<file path="src/rtl/traffic_pkg.sv">
// Shared encodings, fault codes and state types for the intersection safety monitor.
package traffic_pkg;

    localparam logic [3:0] C_RED    = 4'b1000;
    localparam logic [3:0] C_YELLOW = 4'b0100;
    localparam logic [3:0] C_LEFT   = 4'b0010;
    localparam logic [3:0] C_GREEN  = 4'b0001;
    localparam logic [3:0] C_NONE   = 4'b0000;

    localparam logic [1:0] W_RED   = 2'b10;
    localparam logic [1:0] W_GREEN = 2'b01;
    localparam logic [1:0] W_NONE  = 2'b00;

    localparam logic [2:0] F_NONE     = 3'd0;
    localparam logic [2:0] F_ENCODING = 3'd1;
    localparam logic [2:0] F_CONFLICT = 3'd2;
    localparam logic [2:0] F_WALK     = 3'd3;
    localparam logic [2:0] F_TRANS    = 3'd4;
    localparam logic [2:0] F_YELLOW   = 3'd5;
    localparam logic [2:0] F_HOLD     = 3'd6;

    typedef enum logic [1:0] {StIdle, StRun, StFault} top_state_e;

    typedef enum logic [2:0] {
        TrkIdle, TrkGreen, TrkY1, TrkLeft, TrkY2, TrkRed
    } trk_state_e;

    // Cars that let traffic into the intersection.
    function automatic logic is_moving(logic [3:0] car);
        return (car == C_GREEN) || (car == C_LEFT) || (car == C_YELLOW);
    endfunction

endpackage

</file>
<file path="src/rtl/traffic_seq_checker.sv">
// Per-direction lamp sequence tracker: encoding, walker, transition, yellow length and hold checks.
module traffic_seq_checker
    import traffic_pkg::*;
#(
    parameter int unsigned YELLOW_LEN = 2,
    parameter int unsigned MAX_HOLD   = 40
) (
    input  logic       clk,
    input  logic       reset_n,
    input  logic       en_i,
    input  logic [3:0] car_i,
    input  logic [1:0] walk_i,
    output logic       v_enc_o,
    output logic       v_walk_o,
    output logic       v_trans_o,
    output logic       v_yellow_o,
    output logic       v_hold_o
);
    trk_state_e trk_q, trk_d;
    logic       first_q, first_d;
    logic [6:0] hold_q, hold_d, yel_q, yel_d;
    logic [3:0] held_val;
    logic       same;

    always_comb begin
        unique case (trk_q)
            TrkGreen:     held_val = C_GREEN;
            TrkY1, TrkY2: held_val = C_YELLOW;
            TrkLeft:      held_val = C_LEFT;
            TrkRed:       held_val = C_RED;
            default:      held_val = C_NONE;
        endcase
    end

    assign same     = (trk_q != TrkIdle) && (car_i == held_val);
    assign v_enc_o  = en_i && (($countones(car_i) > 1) || (walk_i == 2'b11));
    assign v_walk_o = en_i && (walk_i != W_RED) && (car_i != C_RED);

    always_comb begin
        trk_d      = trk_q;
        first_d    = first_q;
        hold_d     = hold_q;
        yel_d      = yel_q;
        v_trans_o  = 1'b0;
        v_yellow_o = 1'b0;
        v_hold_o   = 1'b0;
        if (!en_i) begin
            trk_d   = TrkIdle;
            first_d = 1'b0;
            hold_d  = '0;
            yel_d   = '0;
        end else if (same) begin
            hold_d = (hold_q == 7'd127) ? hold_q : hold_q + 7'd1;
            if (car_i == C_YELLOW) yel_d = (yel_q == 7'd127) ? yel_q : yel_q + 7'd1;
            v_hold_o = !first_q && (hold_q >= 7'(MAX_HOLD));
        end else begin
            hold_d     = 7'd1;
            yel_d      = (car_i == C_YELLOW) ? 7'd1 : 7'd0;
            first_d    = (trk_q == TrkIdle);
            v_yellow_o = !first_q && (held_val == C_YELLOW) && (yel_q != 7'(YELLOW_LEN));
            unique case (trk_q)
                TrkIdle: begin
                    if (car_i == C_GREEN)       trk_d = TrkGreen;
                    else if (car_i == C_YELLOW) trk_d = TrkY1;
                    else if (car_i == C_RED)    trk_d = TrkRed;
                    else                        v_trans_o = 1'b1;
                end
                TrkGreen: if (car_i == C_YELLOW) trk_d = TrkY1; else v_trans_o = 1'b1;
                // An opening yellow may have followed either green or left.
                TrkY1: begin
                    if (car_i == C_LEFT)                trk_d = TrkLeft;
                    else if (car_i == C_RED && first_q) trk_d = TrkRed;
                    else                                v_trans_o = 1'b1;
                end
                TrkLeft: if (car_i == C_YELLOW) trk_d = TrkY2; else v_trans_o = 1'b1;
                TrkY2:   if (car_i == C_RED) trk_d = TrkRed; else v_trans_o = 1'b1;
                TrkRed:  if (car_i == C_GREEN) trk_d = TrkGreen; else v_trans_o = 1'b1;
                default: v_trans_o = 1'b1;
            endcase
        end
    end

    always_ff @(posedge clk or negedge reset_n) begin
        if (!reset_n) begin
            trk_q   <= TrkIdle;
            first_q <= 1'b0;
            hold_q  <= '0;
            yel_q   <= '0;
        end else begin
            trk_q   <= trk_d;
            first_q <= first_d;
            hold_q  <= hold_d;
            yel_q   <= yel_d;
        end
    end

endmodule

</file>
<file path="src/rtl/traffic_conflict_monitor.sv">
// Intersection safety monitor: registers lamp drive, prioritises violations, latches fault
// and flashes red until cleared.
module traffic_conflict_monitor
    import traffic_pkg::*;
#(
    parameter int unsigned YELLOW_LEN = 2,
    parameter int unsigned MAX_HOLD   = 40,
    parameter int unsigned FLASH_HALF = 4
) (
    input  logic       clk,
    input  logic       reset_n,
    input  logic       i_start,
    input  logic       i_clear,
    input  logic [3:0] i_car_a,
    input  logic [3:0] i_car_b,
    input  logic [1:0] i_walk_a,
    input  logic [1:0] i_walk_b,
    output logic [3:0] o_car_a,
    output logic [3:0] o_car_b,
    output logic [1:0] o_walk_a,
    output logic [1:0] o_walk_b,
    output logic       o_fault,
    output logic [2:0] o_fault_code,
    output logic       o_fault_dir
);
    top_state_e state_q, state_d;
    logic [3:0] car_a_q, car_a_d, car_b_q, car_b_d;
    logic [1:0] walk_a_q, walk_a_d, walk_b_q, walk_b_d;
    logic       fault_q, fault_d, dir_q, dir_d, flash_on_q, flash_on_d;
    logic [2:0] code_q, code_d;
    logic [7:0] flash_cnt_q, flash_cnt_d;
    logic       chk_en, viol_dir;
    logic [2:0] viol_code;
    logic [5:0] va, vb;   // bit k flags fault code k+1

    // Checks also cover the cycle on which start is first seen in IDLE.
    assign chk_en = i_start && (state_q != StFault);
    assign va[1]  = chk_en && is_moving(i_car_a) && is_moving(i_car_b);
    assign vb[1]  = 1'b0;

    traffic_seq_checker #(.YELLOW_LEN(YELLOW_LEN), .MAX_HOLD(MAX_HOLD)) u_seq_a (
        .clk(clk), .reset_n(reset_n), .en_i(chk_en), .car_i(i_car_a), .walk_i(i_walk_a),
        .v_enc_o(va[0]), .v_walk_o(va[2]), .v_trans_o(va[3]), .v_yellow_o(va[4]),
        .v_hold_o(va[5])
    );

    traffic_seq_checker #(.YELLOW_LEN(YELLOW_LEN), .MAX_HOLD(MAX_HOLD)) u_seq_b (
        .clk(clk), .reset_n(reset_n), .en_i(chk_en), .car_i(i_car_b), .walk_i(i_walk_b),
        .v_enc_o(vb[0]), .v_walk_o(vb[2]), .v_trans_o(vb[3]), .v_yellow_o(vb[4]),
        .v_hold_o(vb[5])
    );

    // Scan high to low so the lowest code, and direction A within it, is kept.
    always_comb begin
        viol_code = F_NONE;
        viol_dir  = 1'b0;
        for (int k = 5; k >= 0; k--) begin
            if (va[k] || vb[k]) begin
                viol_code = 3'(k + 1);
                viol_dir  = !va[k];
            end
        end
    end

    always_comb begin
        state_d     = state_q;
        fault_d     = fault_q;
        code_d      = code_q;
        dir_d       = dir_q;
        flash_cnt_d = flash_cnt_q;
        flash_on_d  = flash_on_q;
        car_a_d     = C_NONE;
        car_b_d     = C_NONE;
        walk_a_d    = W_NONE;
        walk_b_d    = W_NONE;
        unique case (state_q)
            StIdle, StRun: begin
                if (!i_start) begin
                    state_d = StIdle;
                end else if (viol_code != F_NONE) begin
                    state_d     = StFault;
                    fault_d     = 1'b1;
                    code_d      = viol_code;
                    dir_d       = viol_dir;
                    flash_cnt_d = '0;
                    flash_on_d  = 1'b1;
                    car_a_d     = C_RED;
                    car_b_d     = C_RED;
                end else begin
                    state_d  = StRun;
                    car_a_d  = i_car_a;
                    car_b_d  = i_car_b;
                    walk_a_d = i_walk_a;
                    walk_b_d = i_walk_b;
                end
            end
            StFault: begin
                if (i_clear && !i_start) begin
                    state_d     = StIdle;
                    fault_d     = 1'b0;
                    code_d      = F_NONE;
                    dir_d       = 1'b0;
                    flash_cnt_d = '0;
                    flash_on_d  = 1'b0;
                end else begin
                    if (flash_cnt_q == 8'(FLASH_HALF - 1)) begin
                        flash_cnt_d = '0;
                        flash_on_d  = !flash_on_q;
                    end else begin
                        flash_cnt_d = flash_cnt_q + 8'd1;
                    end
                    car_a_d = flash_on_d ? C_RED : C_NONE;
                    car_b_d = flash_on_d ? C_RED : C_NONE;
                end
            end
            default: state_d = StIdle;
        endcase
    end

    always_ff @(posedge clk or negedge reset_n) begin
        if (!reset_n) begin
            state_q     <= StIdle;
            car_a_q     <= C_NONE;
            car_b_q     <= C_NONE;
            walk_a_q    <= W_NONE;
            walk_b_q    <= W_NONE;
            fault_q     <= 1'b0;
            code_q      <= F_NONE;
            dir_q       <= 1'b0;
            flash_cnt_q <= '0;
            flash_on_q  <= 1'b0;
        end else begin
            state_q     <= state_d;
            car_a_q     <= car_a_d;
            car_b_q     <= car_b_d;
            walk_a_q    <= walk_a_d;
            walk_b_q    <= walk_b_d;
            fault_q     <= fault_d;
            code_q      <= code_d;
            dir_q       <= dir_d;
            flash_cnt_q <= flash_cnt_d;
            flash_on_q  <= flash_on_d;
        end
    end

    assign o_car_a      = car_a_q;
    assign o_car_b      = car_b_q;
    assign o_walk_a     = walk_a_q;
    assign o_walk_b     = walk_b_q;
    assign o_fault      = fault_q;
    assign o_fault_code = code_q;
    assign o_fault_dir  = dir_q;

endmodule

</file>
<file path="config.mk">
export PLATFORM = sky130hd
export DESIGN_NAME = traffic_conflict_monitor
export DESIGN_NICKNAME = d
export VERILOG_FILES = /design/src/rtl/traffic_pkg.sv /design/src/rtl/traffic_seq_checker.sv /design/src/rtl/traffic_conflict_monitor.sv
export SDC_FILE = /design/constraint.sdc
export NUM_CORES = 1
export LEC_CHECK = 0
export BUFFER_PORTS_ARGS = -buffer_cell sky130_fd_sc_hd__buf_2
export CORE_ASPECT_RATIO = 1.4
export CORE_MARGIN = 2
export CORE_UTILIZATION = 40
export CTS_CLUSTER_SIZE = 24
export DETAILED_ROUTE_END_ITERATION = 12
export HOLD_SLACK_MARGIN = 0.1
export SLEW_MARGIN = 20
export SYNTH_ARGS = -nofsm -noshare
export SYNTH_HDL_FRONTEND = slang
export SYNTH_HIERARCHICAL = 1
export SYNTH_SLANG_ARGS = --single-unit
</file>
<file path="constraint.sdc">
create_clock -name clk -period 9.3 [get_ports clk]
set_clock_uncertainty 0.2 [all_clocks]
set_input_delay 0.93 -clock clk [delete_from_list [all_inputs] [get_ports clk]]
set_output_delay 0.93 -clock clk [all_outputs]
set_load 0.03 [all_outputs]
</file>
==> flow_metrics.env <==
export IMPL_cts_sinks=64
export IMPL_dp_hpwl_mm=6.87
export IMPL_timing_final_crit_share=0.483
export IMPL_pwr_share_comb=0.356
export IMPL_status="completed"
export IMPL_insertion_delay_ps=330
export IMPL_nets=528
export IMPL_min_period_ps=4490
export IMPL_drt_wirelength_per_cell_um=15.1
export IMPL_rsz0062_at_grt="no"
export IMPL_initial_core_util=0.411
export IMPL_final_setup_viol_count=0
export IMPL_synth_simple_area_share=0.298
export IMPL_crit_cells=10
export IMPL_power_switching_mw=0.403
export IMPL_required_ps=9350
export IMPL_fmax_mhz=223
export IMPL_synthAdderAreaFrac=0.0513
export IMPL_drc=0
export IMPL_clk_pin_slew_ps=50
export IMPL_synth_ff_type="dfrtp_1"
export IMPL_htree_levels=3
export IMPL_pwr_density_cell_nw_per_um2=222
export IMPL_placed_cell_area_um2=4620
export IMPL_grt_use_total=0.175
export IMPL_cts_tree="yes"
export IMPL_grt_pass1_vias=3618
export IMPL_peakVddDrop_v=0.0000894
export IMPL_critPathKind="flip-flop to flip-flop"
export IMPL_cts_path_max_buffers=2
export IMPL_ant_nets=0
export IMPL_p_sw_frac=0.369
export IMPL_synth_top_family_by_area="simple AND/OR/NAND/NOR gates"
export IMPL_max_stage_delay_ps=780
export IMPL_die_h_um=129
export IMPL_core_area_um2=10800
export IMPL_cts_resized=0
export IMPL_cts_root_buffer="clkbuf_16"
export IMPL_path_delay_family="simple AND/OR/NAND/NOR gates"
export IMPL_pwr_share_seq=0.337
export IMPL_drtIter0Drc=169
export IMPL_drive_gt1_frac=0.192
export IMPL_die_w_um=93.0
export IMPL_grt_pass1_wl_mm=16.8
export IMPL_synthesis_nets=503
export IMPL_drt_pass1_iterations=4
export IMPL_synth_distinct_cells=83
export IMPL_synth_compound_area_frac=0.183
export IMPL_cts_buffers=9
export IMPL_cp_num_buf_inv=1
export IMPL_netlist_instances=470
export IMPL_async_flop_share=1.00
export IMPL_synth_xor_area_share=0.0392
export IMPL_yosys_mux_area_fraction=0.0135
export IMPL_relSlewSlack=0.438
export IMPL_p_leak_nw=2.06
export IMPL_ff2ff_setup_slack_ps=4810
export IMPL_hold_violations=0
export IMPL_slew_violations=0
export IMPL_diodes=0
export IMPL_routed_wl_mm=9.66
export IMPL_internal_power_mw=0.688
export IMPL_synth_sequential_area_ratio=0.361
export IMPL_port_buffers=32
export IMPL_fin_setup_tns_ps=0
export IMPL_worst_pin_slew_ps=843
export IMPL_rows=45
export IMPL_yosys_warnings=6
export IMPL_viasPerCell=5.56
export IMPL_grt_max_degree=65
export IMPL_dieArea_um2=12000
export IMPL_p_clk_frac=0.307
export IMPL_io_pins=33
export IMPL_vias=3561
export IMPL_syn_avg_cell_area_um2=9.45
export IMPL_cts_setup_buffers=0
export IMPL_grt_ovfl_total=0
export IMPL_synth_edf_count=0
export IMPL_synthToLayoutAreaGrowth_pct=10.8
export IMPL_cp_slowest_cell="or3_1"
export IMPL_ys_seq_elements=64
export IMPL_startpoint_type="flip-flop"
export IMPL_path_cells="nand2b_1, and2_1, inv_1, or3_1, and3_1, or4_4, nor4_4, o211a_4, or2_1, mux2i_1"
export IMPL_cp_max_fo=18
export IMPL_grt_antenna_before_repair=0
export IMPL_hp_class="flip-flop to flip-flop"
export IMPL_gp_congestion=0.928
export IMPL_end_kind="flip-flop"
export IMPL_arrival_ps=4540
export IMPL_synthesis_area_um2=4440
export IMPL_stdcell_area_um2=4920
export IMPL_r2r_cells=10
export IMPL_postCtsHoldBufs=0
export IMPL_hold_path_depth=2
export IMPL_drv_cap=0
-- placed cells by master, fill, tap and decap left out, types with 5 or more instances in the layout --
cell type,synthesis,layout
buf_2,2,32
a21oi_1,15,15
mux2i_1,6,6
nor3b_1,5,5
and3_1,10,10
nor2_2,6,6
nand3_1,10,10
clkbuf_16,0,9
o21ai_0,15,15
inv_1,19,19
nor2b_1,12,12
nor2_1,32,32
nor2_4,12,12
dfrtp_1,64,64
or3_1,6,6
nor3_1,17,17
nand4_1,12,12
o21ai_1,9,9
and2_1,11,11
ha_1,15,15
xor2_1,14,14
nand2b_1,8,8
nand2_1,40,40
a31oi_1,15,15
-- cells in the mapped netlist, types with 5 or more instances --
cell type / number / area [µm²]
a21oi_1: 15 / 75.1
a31oi_1: 15 / 93.8
and2_1: 11 / 68.8
and3_1: 10 / 62.6
buf_6: 5 / 56.3
clkbuf_1: 6 / 22.5
dfrtp_1: 64 / 1600
ha_1: 15 / 188
inv_1: 19 / 71.3
mux2i_1: 6 / 60.1
nand2_1: 40 / 150
nand2b_1: 8 / 50.1
nand3_1: 10 / 50.1
nand4_1: 12 / 75.1
nor2_1: 32 / 120
nor2_2: 6 / 37.5
nor2_4: 12 / 135
nor2b_1: 12 / 75.1
nor3_1: 17 / 85.1
nor3b_1: 5 / 37.5
o21ai_0: 15 / 75.1
o21ai_1: 9 / 45.0
or3_1: 6 / 37.5
xor2_1: 14 / 123
-- state kept, by name, summed over array words and instances, names as in the netlist, 4 cells and up --
| name | flops |
|---|---|
| u_seq_a/hold_q | 7 |
| o_car_b | 4 |
| u_seq_a/yel_q | 7 |
| u_seq_b/yel_q | 7 |
| u_seq_b/hold_q | 7 |
| flash_cnt_q | 8 |
| o_car_a | 4 |
-- cells by family after synthesis --
kind of cell             count (synthesis)
AND/OR/NAND/NOR                        217
buffers and inverters                   39
multiplexers                             6
adder cells (fa/ha/maj)                 17
flip-flops                              64
AO/OA/AOI/OAI                          108
XOR/XNOR                                19
-- cell type report --
| class | count | area (µm²) |
|---|---|---|
| fillers | 1054 | 5890 |
| multi-input cells | 367 | 2600 |
| flip-flops and latches | 64 | 1600 |
| clock buffers | 13 | 260 |
| well taps | 141 | 176 |
| repair buffers | 33 | 168 |
| inverters | 20 | 75.1 |
| clock inverters | 3 | 40.0 |
-- per-layer routing --
metal	track usage	part of all wire	vias to the layer above	wire [µm]
li1	-	-	1748	-
met1	0.210	0.44	1731	4220
met2	0.302	0.51	66	4910
met3	0.0392	0.032	16	310
met4	0.0718	0.023	0	220
met5	0	0	-	0
-- worst paths after layout --
check	endpoint	start
min in group asynchronous	flash_cnt_q[4]	reset_n
hold / removal	o_fault	o_fault
max in group asynchronous	o_walk_a[1]	reset_n
setup / recovery	o_fault_code[0]	state_q[1]
hold reg to reg	o_fault	o_fault
setup reg to reg	o_fault_code[0]	state_q[1]
-- worst register-to-register path: stages, from the launching register on --
cell and delay [ps]:
dfrtp_1 380, nand2b_1 360, and2_1 620, inv_1 270, or3_1 780, and3_1 370
or4_4 460, nor4_4 240, o211a_4 210, or2_1 300, mux2i_1 230
-- power groups by stage --
stage,registers [mW],clock network (mW),logic (mW)
after floorplan,0.388,0,0.279
after global placement,0.370,0,0.380
after detailed placement,0.371,0,0.386
after CTS,0.366,0.346,0.387
after global routing,0.374,0.359,0.430
final,0.367,0.335,0.388
-- per-stage QoR --
step / total power, mW / util / setup WS (ps) / instances / hold WS, ps
3_3_place_gp: 0.750 / 0.427 / 4680 / 625 / 263
5_1_grt: 1.16 / 0.455 / 4430 / 641 / 307
6_report: 1.09 / 0.455 / 4810 / 641 / 280
3_5_place_dp: 0.757 / 0.427 / 4570 / 625 / 268
2_1_floorplan: 0.667 / - / 5440 / 470 / 285
4_1_cts: 1.10 / 0.455 / 4790 / 641 / 282
No activity file was read; power rests on OpenSTA's default activity.
